`config.mk`:
```
export PLATFORM = sky130hd
export DESIGN_NAME = mips_multiciclo_ctrl_flat
export DESIGN_NICKNAME = d
export VERILOG_FILES = /design/src/rtl/mips_multiciclo_ctrl_if.sv /design/src/rtl/mips_multiciclo_ctrl.sv /design/src/flat_wrapper.sv
export SDC_FILE = /design/constraint.sdc
export NUM_CORES = 1
export LEC_CHECK = 0
export ABC_AREA = 1
export CAP_MARGIN = 20
export CORE_MARGIN = 8
export CORE_UTILIZATION = 32
export CTS_CLUSTER_DIAMETER = 30
export DETAILED_ROUTE_END_ITERATION = 8
export PLACE_DENSITY_LB_ADDON = 0.2
export SYNTH_ARGS = -nofsm -noshare
export SYNTH_HDL_FRONTEND = slang
export SYNTH_SLANG_ARGS = --single-unit
```
`constraint.sdc`:
```
create_clock -name clock -period 1.2 [get_ports clock]
set_input_delay 0.24 -clock clock [delete_from_list [all_inputs] [get_ports clock]]
set_output_delay 0.24 -clock clock [all_outputs]
set_load 0.02 [all_outputs]
```
`src/rtl/mips_multiciclo_ctrl_if.sv`:
```
// Control bundle between the multi-cycle MIPS main controller and its datapath.
// master: the controller side; slave: the datapath side.
interface mips_multiciclo_ctrl_if;
    logic [5:0] opcode;
    logic       mem_ready;
    logic       pc_write;
    logic       pc_write_cond;
    logic       i_or_d;
    logic       mem_read;
    logic       mem_write;
    logic       ir_write;
    logic       mem_to_reg;
    logic       reg_dst;
    logic       reg_write;
    logic       alu_src_a;
    logic [1:0] alu_src_b;
    logic [1:0] alu_op;
    logic [1:0] pc_source;
    logic       instr_done;
    logic       illegal_op;
    logic       mem_err;
    logic [3:0] estado;

    modport master (
        input  opcode, mem_ready,
        output pc_write, pc_write_cond, i_or_d, mem_read, mem_write, ir_write, mem_to_reg,
               reg_dst, reg_write, alu_src_a, alu_src_b, alu_op, pc_source, instr_done,
               illegal_op, mem_err, estado
    );

    modport slave (
        output opcode, mem_ready,
        input  pc_write, pc_write_cond, i_or_d, mem_read, mem_write, ir_write, mem_to_reg,
               reg_dst, reg_write, alu_src_a, alu_src_b, alu_op, pc_source, instr_done,
               illegal_op, mem_err, estado
    );
endinterface

```
`src/rtl/mips_multiciclo_ctrl.sv`:
```
// Moore main-control FSM for the multi-cycle MIPS datapath, with memory-wait timeout.
// Define CTRL_ADDI_EN to build the addi path (ADDIEX/ADDIWB); otherwise addi is illegal.
module mips_multiciclo_ctrl #(
    parameter int unsigned MEM_TIMEOUT = 15
) (
    input logic                    clock,
    input logic                    reset_n,
    mips_multiciclo_ctrl_if.master bus
);

    typedef enum logic [3:0] {
        StFetch  = 4'd0,
        StDecode = 4'd1,
        StMemAdr = 4'd2,
        StMemRd  = 4'd3,
        StMemWb  = 4'd4,
        StMemWr  = 4'd5,
        StExec   = 4'd6,
        StAluWb  = 4'd7,
        StBranch = 4'd8,
        StJump   = 4'd9
`ifdef CTRL_ADDI_EN
        ,
        StAddiEx = 4'd10,
        StAddiWb = 4'd11
`endif
    } state_e;

    localparam logic [7:0] CntLast = 8'(MEM_TIMEOUT - 1);

    state_e     state_q, state_d;
    logic [7:0] cnt_q, cnt_d;
    logic       waiting;
    logic       timeout;

    assign bus.estado = state_q;
    assign waiting = (state_q == StFetch) || (state_q == StMemRd) || (state_q == StMemWr);
    assign timeout = waiting && !bus.mem_ready && (cnt_q == CntLast);

    always_comb begin
        bus.pc_write      = 1'b0;
        bus.pc_write_cond = 1'b0;
        bus.i_or_d        = 1'b0;
        bus.mem_read      = 1'b0;
        bus.mem_write     = 1'b0;
        bus.ir_write      = 1'b0;
        bus.mem_to_reg    = 1'b0;
        bus.reg_dst       = 1'b0;
        bus.reg_write     = 1'b0;
        bus.alu_src_a     = 1'b0;
        bus.alu_src_b     = 2'b00;
        bus.alu_op        = 2'b00;
        bus.pc_source     = 2'b00;
        bus.instr_done    = 1'b0;
        bus.illegal_op    = 1'b0;
        bus.mem_err       = 1'b0;
        state_d           = state_q;
        cnt_d             = 8'd0;

        // While in reset only the fetch request is visible; every enable stays low.
        if (!reset_n) begin
            bus.mem_read  = 1'b1;
            bus.alu_src_b = 2'b01;
            state_d       = StFetch;
        end else begin
            case (state_q)
                StFetch: begin
                    bus.mem_read  = 1'b1;
                    bus.alu_src_b = 2'b01;
                    if (bus.mem_ready) begin
                        bus.ir_write = 1'b1;
                        bus.pc_write = 1'b1;
                        state_d      = StDecode;
                    end
                end
                StDecode: begin
                    bus.alu_src_b = 2'b11;
                    case (bus.opcode)
                        6'b100011, 6'b101011: state_d = StMemAdr;
                        6'b000000:            state_d = StExec;
                        6'b000100:            state_d = StBranch;
                        6'b000010:            state_d = StJump;
`ifdef CTRL_ADDI_EN
                        6'b001000:            state_d = StAddiEx;
`endif
                        default: begin
                            bus.illegal_op = 1'b1;
                            state_d        = StFetch;
                        end
                    endcase
                end
                StMemAdr: begin
                    bus.alu_src_a = 1'b1;
                    bus.alu_src_b = 2'b10;
                    state_d       = (bus.opcode == 6'b100011) ? StMemRd : StMemWr;
                end
                StMemRd: begin
                    bus.i_or_d   = 1'b1;
                    bus.mem_read = 1'b1;
                    if (bus.mem_ready) state_d = StMemWb;
                end
                StMemWb: begin
                    bus.reg_write  = 1'b1;
                    bus.mem_to_reg = 1'b1;
                    bus.instr_done = 1'b1;
                    state_d        = StFetch;
                end
                StMemWr: begin
                    bus.i_or_d     = 1'b1;
                    bus.mem_write  = 1'b1;
                    bus.instr_done = bus.mem_ready;
                    if (bus.mem_ready) state_d = StFetch;
                end
                StExec: begin
                    bus.alu_src_a = 1'b1;
                    bus.alu_op    = 2'b10;
                    state_d       = StAluWb;
                end
                StAluWb: begin
                    bus.reg_dst    = 1'b1;
                    bus.reg_write  = 1'b1;
                    bus.instr_done = 1'b1;
                    state_d        = StFetch;
                end
                StBranch: begin
                    bus.alu_src_a     = 1'b1;
                    bus.alu_op        = 2'b01;
                    bus.pc_write_cond = 1'b1;
                    bus.pc_source     = 2'b01;
                    bus.instr_done    = 1'b1;
                    state_d           = StFetch;
                end
                StJump: begin
                    bus.pc_write   = 1'b1;
                    bus.pc_source  = 2'b10;
                    bus.instr_done = 1'b1;
                    state_d        = StFetch;
                end
`ifdef CTRL_ADDI_EN
                StAddiEx: begin
                    bus.alu_src_a = 1'b1;
                    bus.alu_src_b = 2'b10;
                    state_d       = StAddiWb;
                end
                StAddiWb: begin
                    bus.reg_write  = 1'b1;
                    bus.instr_done = 1'b1;
                    state_d        = StFetch;
                end
`endif
                default: begin
                    bus.mem_read  = 1'b1;
                    bus.alu_src_b = 2'b01;
                    state_d       = StFetch;
                end
            endcase

            // Timeout only fires when mem_ready is low, so no enable above was raised.
            if (timeout) begin
                bus.mem_err = 1'b1;
                state_d     = StFetch;
            end else if (waiting && !bus.mem_ready) begin
                cnt_d = cnt_q + 8'd1;
            end
        end
    end

    always_ff @(posedge clock or negedge reset_n) begin
        if (!reset_n) begin
            state_q <= StFetch;
            cnt_q   <= 8'd0;
        end else begin
            state_q <= state_d;
            cnt_q   <= cnt_d;
        end
    end

endmodule

```
`src/flat_wrapper.sv`:
```
// flat-port wrapper written by rule: the top's interface ports become plain ports
module mips_multiciclo_ctrl_flat 
#(
    parameter int unsigned MEM_TIMEOUT = 15
)
  (clock, reset_n, bus_opcode, bus_mem_ready, bus_pc_write, bus_pc_write_cond, bus_i_or_d, bus_mem_read, bus_mem_write, bus_ir_write, bus_mem_to_reg, bus_reg_dst, bus_reg_write, bus_alu_src_a, bus_alu_src_b, bus_alu_op, bus_pc_source, bus_instr_done, bus_illegal_op, bus_mem_err, bus_estado);
  mips_multiciclo_ctrl_if bus_i ();
  input logic clock;
  input logic reset_n;
  input wire logic [$bits(bus_i.opcode)-1:0] bus_opcode;
  input wire logic [$bits(bus_i.mem_ready)-1:0] bus_mem_ready;
  output wire logic [$bits(bus_i.pc_write)-1:0] bus_pc_write;
  output wire logic [$bits(bus_i.pc_write_cond)-1:0] bus_pc_write_cond;
  output wire logic [$bits(bus_i.i_or_d)-1:0] bus_i_or_d;
  output wire logic [$bits(bus_i.mem_read)-1:0] bus_mem_read;
  output wire logic [$bits(bus_i.mem_write)-1:0] bus_mem_write;
  output wire logic [$bits(bus_i.ir_write)-1:0] bus_ir_write;
  output wire logic [$bits(bus_i.mem_to_reg)-1:0] bus_mem_to_reg;
  output wire logic [$bits(bus_i.reg_dst)-1:0] bus_reg_dst;
  output wire logic [$bits(bus_i.reg_write)-1:0] bus_reg_write;
  output wire logic [$bits(bus_i.alu_src_a)-1:0] bus_alu_src_a;
  output wire logic [$bits(bus_i.alu_src_b)-1:0] bus_alu_src_b;
  output wire logic [$bits(bus_i.alu_op)-1:0] bus_alu_op;
  output wire logic [$bits(bus_i.pc_source)-1:0] bus_pc_source;
  output wire logic [$bits(bus_i.instr_done)-1:0] bus_instr_done;
  output wire logic [$bits(bus_i.illegal_op)-1:0] bus_illegal_op;
  output wire logic [$bits(bus_i.mem_err)-1:0] bus_mem_err;
  output wire logic [$bits(bus_i.estado)-1:0] bus_estado;
  assign bus_i.opcode = bus_opcode;
  assign bus_i.mem_ready = bus_mem_ready;
  assign bus_pc_write = bus_i.pc_write;
  assign bus_pc_write_cond = bus_i.pc_write_cond;
  assign bus_i_or_d = bus_i.i_or_d;
  assign bus_mem_read = bus_i.mem_read;
  assign bus_mem_write = bus_i.mem_write;
  assign bus_ir_write = bus_i.ir_write;
  assign bus_mem_to_reg = bus_i.mem_to_reg;
  assign bus_reg_dst = bus_i.reg_dst;
  assign bus_reg_write = bus_i.reg_write;
  assign bus_alu_src_a = bus_i.alu_src_a;
  assign bus_alu_src_b = bus_i.alu_src_b;
  assign bus_alu_op = bus_i.alu_op;
  assign bus_pc_source = bus_i.pc_source;
  assign bus_instr_done = bus_i.instr_done;
  assign bus_illegal_op = bus_i.illegal_op;
  assign bus_mem_err = bus_i.mem_err;
  assign bus_estado = bus_i.estado;
  mips_multiciclo_ctrl #(.MEM_TIMEOUT(MEM_TIMEOUT)) u_core (.clock(clock), .reset_n(reset_n), .bus(bus_i));
endmodule
```
==> Yosys cells after proc, flatten, opt, wreduce, memory -nomap -nowiden <==
Index checks and enable logic that the tools add are counted.
{ "op_classes": {"n_addsub": 1, "multipliers": 0, "div": 0, "magnitude_cmp": 0, "eq_ne": 17, "n_shift": 0, "muxes": 45, "bitwise": 0, "n_reduce_logical": 16} }
{ "op_table": {"columns": ["op", "count"], "rows": [
  ["$mux W1", 26],
  ["$mux W8", 3],
  ["$pmux W4 S6", 1],
  ["$mux W4", 5],
  ["$eq A4 B3 Y1 const B", 4],
  ["$pmux W4 S4", 1],
  ["$eq A6 B6 Y1 const B", 2],
  ["$ne A4 B3 Y1 const B", 3],
  ["$add A8 B1 Y8 const B", 1],
  ["$eq A4 B2 Y1 const B", 2],
  ["$eq A4 B4 Y1 const B", 2],
  ["$eq A8 B4 Y1 const B", 1],
  ["$pmux W2 S2", 2],
  ["$reduce_or A8 Y1", 1],
  ["$reduce_or A7 Y1", 1],
  ["$eq A6 B2 Y1 const B", 1],
  ["$eq A6 B3 Y1 const B", 1],
  ["$logic_not A6 Y1", 1],
  ["$mux W2", 3],
  ["$pmux W2 S3", 1],
  ["$reduce_or A2 Y1", 3],
  ["$reduce_or A5 Y1", 1],
  ["$eq A4 B1 Y1 const B", 1],
  ["$logic_not A4 Y1", 1],
  ["8 further kinds", 11]
]} }
{ "word_totals": {"regBits": 12, "latch_bits": 0, "mem_bits_rw": 0, "romBits": 0, "in_bits": 9, "out_inout_bits": 23, "word_cells": 81, "memories": 0} }

==> Longest topological paths before layout <==
Gate-level depths: netlist of run 1.
{ "logic_depth": {"ltp_word": 7, "ltp_mapped": 11, "ltp_nobuf": 11} }

==> Worst setup path after synthesis of run 1 <==
No wires, ideal clock.
{ "synth_timing": {"kind": "register to output", "startpoint": "register u_core.state_q[2] (netlist: u_core.bus.estado[2])", "endpoint": "output bus_instr_done", "t_arrival_ps": 1583, "required_ps": 960, "slack_ps": -623, "stages_incl_launch_ff": 9, "n_path_buf": 0, "path_cell_list": "dfrtp_1 inv_1 nor2_2 inv_1 nor2_1 inv_1 nor2_1 a21oi_1 o21ai_0"} }
{ "synth_via": {"elab_chain_cells": 4, "elab_cells_between_ends": 8, "cone_classes": "5 x eq/ne; 2 x mux; 1 x reduce/logical"} }
{ "synth_lines": {"columns": ["item", "line", "text"], "rows": [
  ["start, declared", "mips_multiciclo_ctrl.sv:31", "state_e state_q, state_d;"],
  ["start signal, assigned", "mips_multiciclo_ctrl.sv:170", "state_q <= StFetch;"],
  ["start signal, assigned", "mips_multiciclo_ctrl.sv:173", "state_q <= state_d;"],
  ["$eq A4 B3 Y1 or $eq A4 B4 Y1 (tied branches)", "mips_multiciclo_ctrl.sv:66", "case (state_q)"],
  ["$reduce_or A4 Y1 (no source line)", null, null],
  ["$pmux W1 S2 (*)", "mips_multiciclo_ctrl.sv:66", null],
  ["$mux W1 (*)", "mips_multiciclo_ctrl.sv:61", "if (!reset_n) begin"],
  ["end, declared", "flat_wrapper.sv:25", "output wire logic [$bits(bus_i.instr_done)-1:0] bus_instr_done;"]
]} }
Every way passes the cells marked *; elsewhere a longest branch is shown, timed or not.

==> Worst setup path after layout of run 1 <==
Ends and elaborated chain as after synthesis.

==> results of run 1 <==
## logic make-up (layout without fill, tap and decap cells)
logic type | count (synthesis) | in the layout | synth area share
adder cells (fa/ha/maj) | 2 | 2 | 0.0258
flip-flops | 12 | 12 | 0.310
XOR/XNOR | 5 | 5 | 0.0452
AO/OA/AOI/OAI | 17 | 17 | 0.0903
AND/OR/NAND/NOR | 91 | 92 | 0.413
buffers and inverters | 29 | 125 | 0.116
## cell usage in the layout, fill, tap and decap left out, types with 2 or more instances in the layout
| cell | count |
|---|---|
| buf_4 | 43 |
| buf_6 | 40 |
| nand2_1 | 26 |
| nor2_4 | 18 |
| inv_1 | 16 |
| nor2_1 | 14 |
| nor2_2 | 8 |
| dfrtp_1 | 8 |
| inv_2 | 7 |
| clkdlybuf4s50_1 | 7 |
| nand3_1 | 6 |
| nand2_4 | 5 |
| nand3_4 | 5 |
| o21ai_2 | 4 |
| dfrtp_2 | 4 |
| inv_4 | 3 |
| xor2_1 | 3 |
| a21oi_2 | 3 |
| a21oi_4 | 3 |
| o21ai_0 | 3 |
| clkbuf_4 | 3 |
| buf_12 | 3 |
| nand2_2 | 2 |
| xnor2_1 | 2 |
| nor3_1 | 2 |
| nand3_2 | 2 |
| nor3_4 | 2 |
| a21oi_1 | 2 |
## per-stage QoR
step,TNS [ns],instances,power [mW]
2_1_floorplan,-2.26,156,0.652
3_3_place_gp,-21.37,261,0.860
3_5_place_dp,-21.73,261,0.867
4_1_cts,-11.97,273,1.33
5_1_grt,-16.89,286,1.51
6_report,-14.26,286,1.43
## flip-flops by register name, summed over array words and instances, names as in the netlist
name               count
u_core.cnt_q           8
u_core.bus.estado      4
## layer usage
metal / GRT usage / up-vias / wire length, µm
li1: - / 684 / -
met3: 0.0395 / 12 / 241
met4: 0.0577 / 0 / 105
met1: 0.173 / 664 / 1750
met2: 0.266 / 60 / 2330
met5: 0 / - / 0
## what timing repair did
| item | 4_1_cts | 5_1_grt |
|---|---|---|
| endpoints found under the setup margin | 34 | 35 |
| gates resized for setup | 170 | 36 |
| gates cloned | 1 | 0 |
| pin swaps | 13 | 17 |
| setup buffers | 8 | 14 |
| hold buffers | 0 | 0 |
## report_power, final
| part | internal [mW] | total (mW) | switching [mW] | leakage [nW] |
|---|---|---|---|---|
| Clock | 0.185 | 0.343 | 0.158 | 0.0210 |
| Combinational | 0.318 | 0.651 | 0.333 | 0.925 |
| Sequential | 0.416 | 0.438 | 0.0218 | 0.159 |
## cell type report
cell class	instances	area, µm²
sequential	12	305
fill	181	652
timing repair buffer	94	916
multi-input combinational	116	917
inverter	27	110
tap	33	41.3
clock buffer	4	36.3
## path summary, 6_finish.rpt
path	to	cells past startpoint	slack (ns)	start
max	bus_instr_done	9	-0.63	u_core.bus.estado[2]$_DFFE_PN0P_
min	u_core.cnt_q[6]$_DFF_PN0_	2	0.33	reset_n
max reg2reg	u_core.bus.estado[0]$_DFFE_PN0P_	10	-0.38	u_core.bus.estado[2]$_DFFE_PN0P_
min reg2reg	u_core.cnt_q[0]$_DFF_PN0_	2	0.56	u_core.cnt_q[0]$_DFF_PN0_
max in group asynchronous	u_core.bus.estado[3]$_DFFE_PN0P_	2	0.66	reset_n
min in group clock	u_core.bus.estado[2]$_DFFE_PN0P_	7	0.53	bus_opcode[4]
==> results.py, run 1 <==
metrics = {
    "critical_path": {
        "cp_num_buf_inv": 4,
        "arrival_ns": 1.59,
        "path_class": "reg2out",
        "slowest_delay_ns": 0.46,
        "endpoint_kind": "output pin",
        "path_cells": "inv_4 > nor2_4 > inv_2 > nor2_2 > inv_2 > nor2_4 > a21oi_2 > o21ai_2 > buf_6",
        "crit_family": "flip-flops",
        "cp_max_fo": 3,
        "crit_required_ns": 0.96,
        "cp-start-kind": "register",
        "slowest_stage": "dfrtp_2",
    },
    "timing": {
        "setup_viol": 35,
        "whs_ns": 0.333,
        "period_needed_ns": 1.83,
        "slew_headroom": 0.803,
        "final-max-slew-violation-count": 0,
        "finalHoldViolCount": 0,
        "post-route-period-util": 1.53,
        "max_slew.worst_pin.slew_ns": 0.294,
        "fin_skew_ns": 0.00471,
        "grt_setup_unrepaired": "true",
        "fin_ws_ns": -0.631,
        "fmax_mhz": 546,
    },
    "finish": {
        "final_area_um2": 2330,
        "drive_gt1_frac": 0.636,
        "final_util": 0.781,
        "area_growth_pct": 140,
        "diodes": 0,
        "fin_nets": 265,
    },
    "global_routing": {
        "antenna_found_initial": 0,
        "grt_pass1_wl_mm": 6.27,
        "grt_pass1_vias": 1317,
        "grt.overflow.total": 0,
        "grt_util_all_layers": 0.152,
        "grt_max_degree": 16,
    },
    "synth": {
        "async_flop_share": 1.00,
        "ys_seq_area_frac": 0.310,
        "ys_ff_latch": 12,
        "synth_ff_type": "dfrtp_1",
        "synth_area_um2": 970,
        "synth_fp_nets": 167,
        "synth_top_cell_area_share": 0.310,
        "synth_edf_count": 0,
        "synth_top_area_cell": "dfrtp_1",
        "yosysMostFrequentCell": "nor2_1",
        "ys.warnings.count": 0,
        "synth_commonest_cells": "38 x nor2_1, 33 x nand2_1, 25 x inv_1, 12 x dfrtp_1, 10 x nand3_1",
        "synthTopCellsByArea": "dfrtp_1 31%, nor2_1 15%, nand2_1 13%",
        "ys_types": 21,
        "avgSynthCellArea_um2": 6.22,
        "synthesis.instances": 156,
    },
    "placed_design": {
        "routabilityCongestion": 0.880,
        "io_buffers": 31,
        "dpl.hpwl_mm": 2.57,
        "dp_slack_ns": -1.00,
        "placed_area_um2": 1790,
    },
    "floorplan": {
        "rows": 20,
        "start_util": 0.326,
        "ios": 32,
        "core_um2": 2980,
        "fp.dieH_um": 71.0,
        "die_area_um2": 5050,
        "die-width_um": 71.0,
    },
    "pwr": {
        "powerDensity_nw_per_um2": 616,
        "ir_worst_vdd_v": 0.000724,
        "power_leakage_nw": 1.11,
    },
    "detailed_routing": {
        "via_count": 1420,
        "wire_per_inst_um": 15.5,
        "route.detailed.drc": 0,
        "ant_nets": 0,
        "first_pass_iters": 4,
        "drt-total-wl_mm": 4.43,
        "via_per_inst": 4.97,
        "drtIter0Drc": 70,
    },
    "clock_tree": {
        "cts_num_sinks": 12,
        "cts.htree.levels": 1,
        "cts_made_buffers": 3,
        "clk_pin_slew_ns": 0.09,
        "clk_latency_ns": 0.28,
        "cts_tree": "yes",
        "clockRootBuffer": "clkbuf_4",
        "cts_max_path_buffers": 2,
    },
    "flow_run": {
        "maxCapViolations": 0,
    },
    "min_path": {
        "hp-class": "in2async",
    },
    "status": {
        "violations": "negative setup slack",
        "status": "finished with violations",
    },
}
No activity file was read; power rests on OpenSTA's default activity.
==> run 2, diff against run 1 <==
--- a/config.mk
+++ b/config.mk
@@ -12,6 +12,7 @@
 export CTS_CLUSTER_DIAMETER = 30
 export DETAILED_ROUTE_END_ITERATION = 8
 export PLACE_DENSITY_LB_ADDON = 0.2
+export SETUP_SLACK_MARGIN = 0.3
 export SYNTH_ARGS = -nofsm -noshare
 export SYNTH_HDL_FRONTEND = slang
 export SYNTH_SLANG_ARGS = --single-unit
==> results.py, run 2 (same netlist as run 1, synthesis figures left out) <==
metrics = {
    "finish": {
        "layout_commonest_cell": "buf_4",
        "area_growth_pct": 138,
        "fin_nets": 262,
        "diodes": 0,
        "final_util": 0.776,
        "n_fill_cell": 192,
        "largest_reg_flops": 8,
        "drive_gt1_frac": 0.676,
        "max_flop_register": "u_core.cnt_q",
        "final_cells": 283,
        "final_area_um2": 2310,
        "final_cell_mix": "43 x buf_4, 39 x buf_6, 22 x nand2_1",
    },
    "critical_path": {
        "crit-reg2reg-launch": "u_core.bus.estado[1]$_DFFE_PN0P_",
        "crit_required_ns": 0.96,
        "cp-start-kind": "register",
        "endpoint_kind": "output pin",
        "arrival_ns": 1.61,
        "r2r_slack_ns": -0.48,
        "rr_worst_depth": 10,
        "endpoint": "bus_mem_read",
        "crit_start": "u_core.bus.estado[2]$_DFFE_PN0P_",
        "path_class": "reg2out",
        "regToRegEndpoint": "u_core.bus.estado[0]$_DFFE_PN0P_",
        "cp_max_fo": 4,
    },
    "status": {
        "status": "finished with violations",
        "violations": "negative setup slack",
    },
    "clock_tree": {
        "cts.htree.levels": 1,
        "clk_latency_ns": 0.28,
        "cts_max_path_buffers": 2,
        "clockRootBuffer": "clkbuf_4",
        "cts_tree": "yes",
        "cts_hold_buf": 0,
        "cts_num_sinks": 12,
        "clk_pin_slew_ns": 0.09,
        "cts_made_buffers": 3,
    },
    "floorplan": {
        "start_util": 0.326,
        "ios": 32,
        "die_area_um2": 5050,
        "rows": 20,
        "core_um2": 2980,
        "die-width_um": 71.0,
        "fp.dieH_um": 71.0,
    },
    "placed_design": {
        "dpl.hpwl_mm": 2.67,
        "dp_slack_ns": -1.03,
        "io_buffers": 31,
        "routabilityCongestion": 0.888,
        "dp.cells": 260,
        "placed_area_um2": 1780,
    },
    "detailed_routing": {
        "route.detailed.drc": 0,
        "drtIter0Drc": 63,
        "via_count": 1428,
        "via_per_inst": 5.05,
        "ant_nets": 0,
        "wire_per_inst_um": 16.4,
        "drt-total-wl_mm": 4.63,
        "first_pass_iters": 4,
    },
    "global_routing": {
        "grt_max_degree": 16,
        "grtUsageMet2": 0.261,
        "use_met3": 0.0339,
        "antenna_found_initial": 0,
        "grt_pass1_vias": 1299,
        "grt_pass1_wl_mm": 5.95,
        "grt_util_all_layers": 0.144,
        "grt.overflow.total": 0,
        "use_met1": 0.161,
        "grt-busiest-layer": "met2",
    },
    "timing": {
        "slew_headroom": 0.829,
        "grt_setup_unrepaired": "true",
        "fin_skew_ns": 0.00507,
        "post-route-period-util": 1.54,
        "fmax_mhz": 542,
        "final-max-slew-violation-count": 0,
        "fin_setup_tns_ns": -15.01,
        "setup_viol": 34,
        "whs_ns": 0.327,
        "period_needed_ns": 1.85,
        "max_slew.worst_pin.slew_ns": 0.255,
        "finalHoldViolCount": 0,
        "fin_ws_ns": -0.645,
    },
    "flow_run": {
        "maxCapViolations": 0,
    },
    "min_path": {
        "hp-class": "in2async",
    },
    "pwr": {
        "power_leakage_nw": 1.05,
        "powerDensity_nw_per_um2": 609,
        "ir_worst_vdd_v": 0.000660,
        "power_mw": 1.41,
    },
}
run 2: timing repair:
action / CTS / global route
pin swaps: 11 / 34
setup endpoints to repair: 35 / 35
setup buffers: 6 / 12
cloned: 1 / 0
gates resized for setup: 166 / 53
run 2: worst max-delay path, stage by stage (launching register included):
cell	delay, ns
dfrtp_2	0.44
inv_4	0.07
nor2_4	0.17
inv_2	0.08
nor2_4	0.12
inv_4	0.07
o21ai_2	0.15
a31oi_2	0.04
buf_4	0.17
run 2: how the worst min path moves through the flow:
stage / start / end / slack, ns / cells after the start
after detailed placement: u_core.cnt_q[0]$_DFF_PN0_ / u_core.cnt_q[0]$_DFF_PN0_ / 0.52 / 2
final: reset_n / u_core.bus.estado[3]$_DFFE_PN0P_ / 0.33 / 2
after floorplan: reset_n / u_core.bus.estado[0]$_DFFE_PN0P_ / -0.06 / 0
after global routing: reset_n / u_core.bus.estado[3]$_DFFE_PN0P_ / 0.34 / 2
after CTS: reset_n / u_core.cnt_q[7]$_DFF_PN0_ / 0.34 / 2
after global placement: u_core.cnt_q[0]$_DFF_PN0_ / u_core.cnt_q[0]$_DFF_PN0_ / 0.51 / 2
run 2: cell type report:
| type | instances | area (µm²) | area share |
|---|---|---|---|
| multi-input combinational | 116 | 953 | 0.412 |
| timing repair buffer | 91 | 861 | 0.372 |
| sequential | 12 | 305 | 0.132 |
| inverter | 27 | 115 | 0.0498 |
| tap | 33 | 41.3 | 0.0179 |
| clock buffer | 4 | 36.3 | 0.0157 |
run 2: routing by layer:
| metal | wire length [µm] | share of wire |
|---|---|---|
| met1 | 1740 | 0.38 |
| met2 | 2480 | 0.54 |
| met3 | 241 | 0.052 |
| met4 | 172 | 0.037 |
| met5 | 0 | 0 |
run 2: report_power, final:
part	internal, mW	switching (mW)	total [mW]
Combinational	0.283	0.333	0.616
Sequential	0.416	0.0275	0.444
Clock	0.185	0.165	0.350
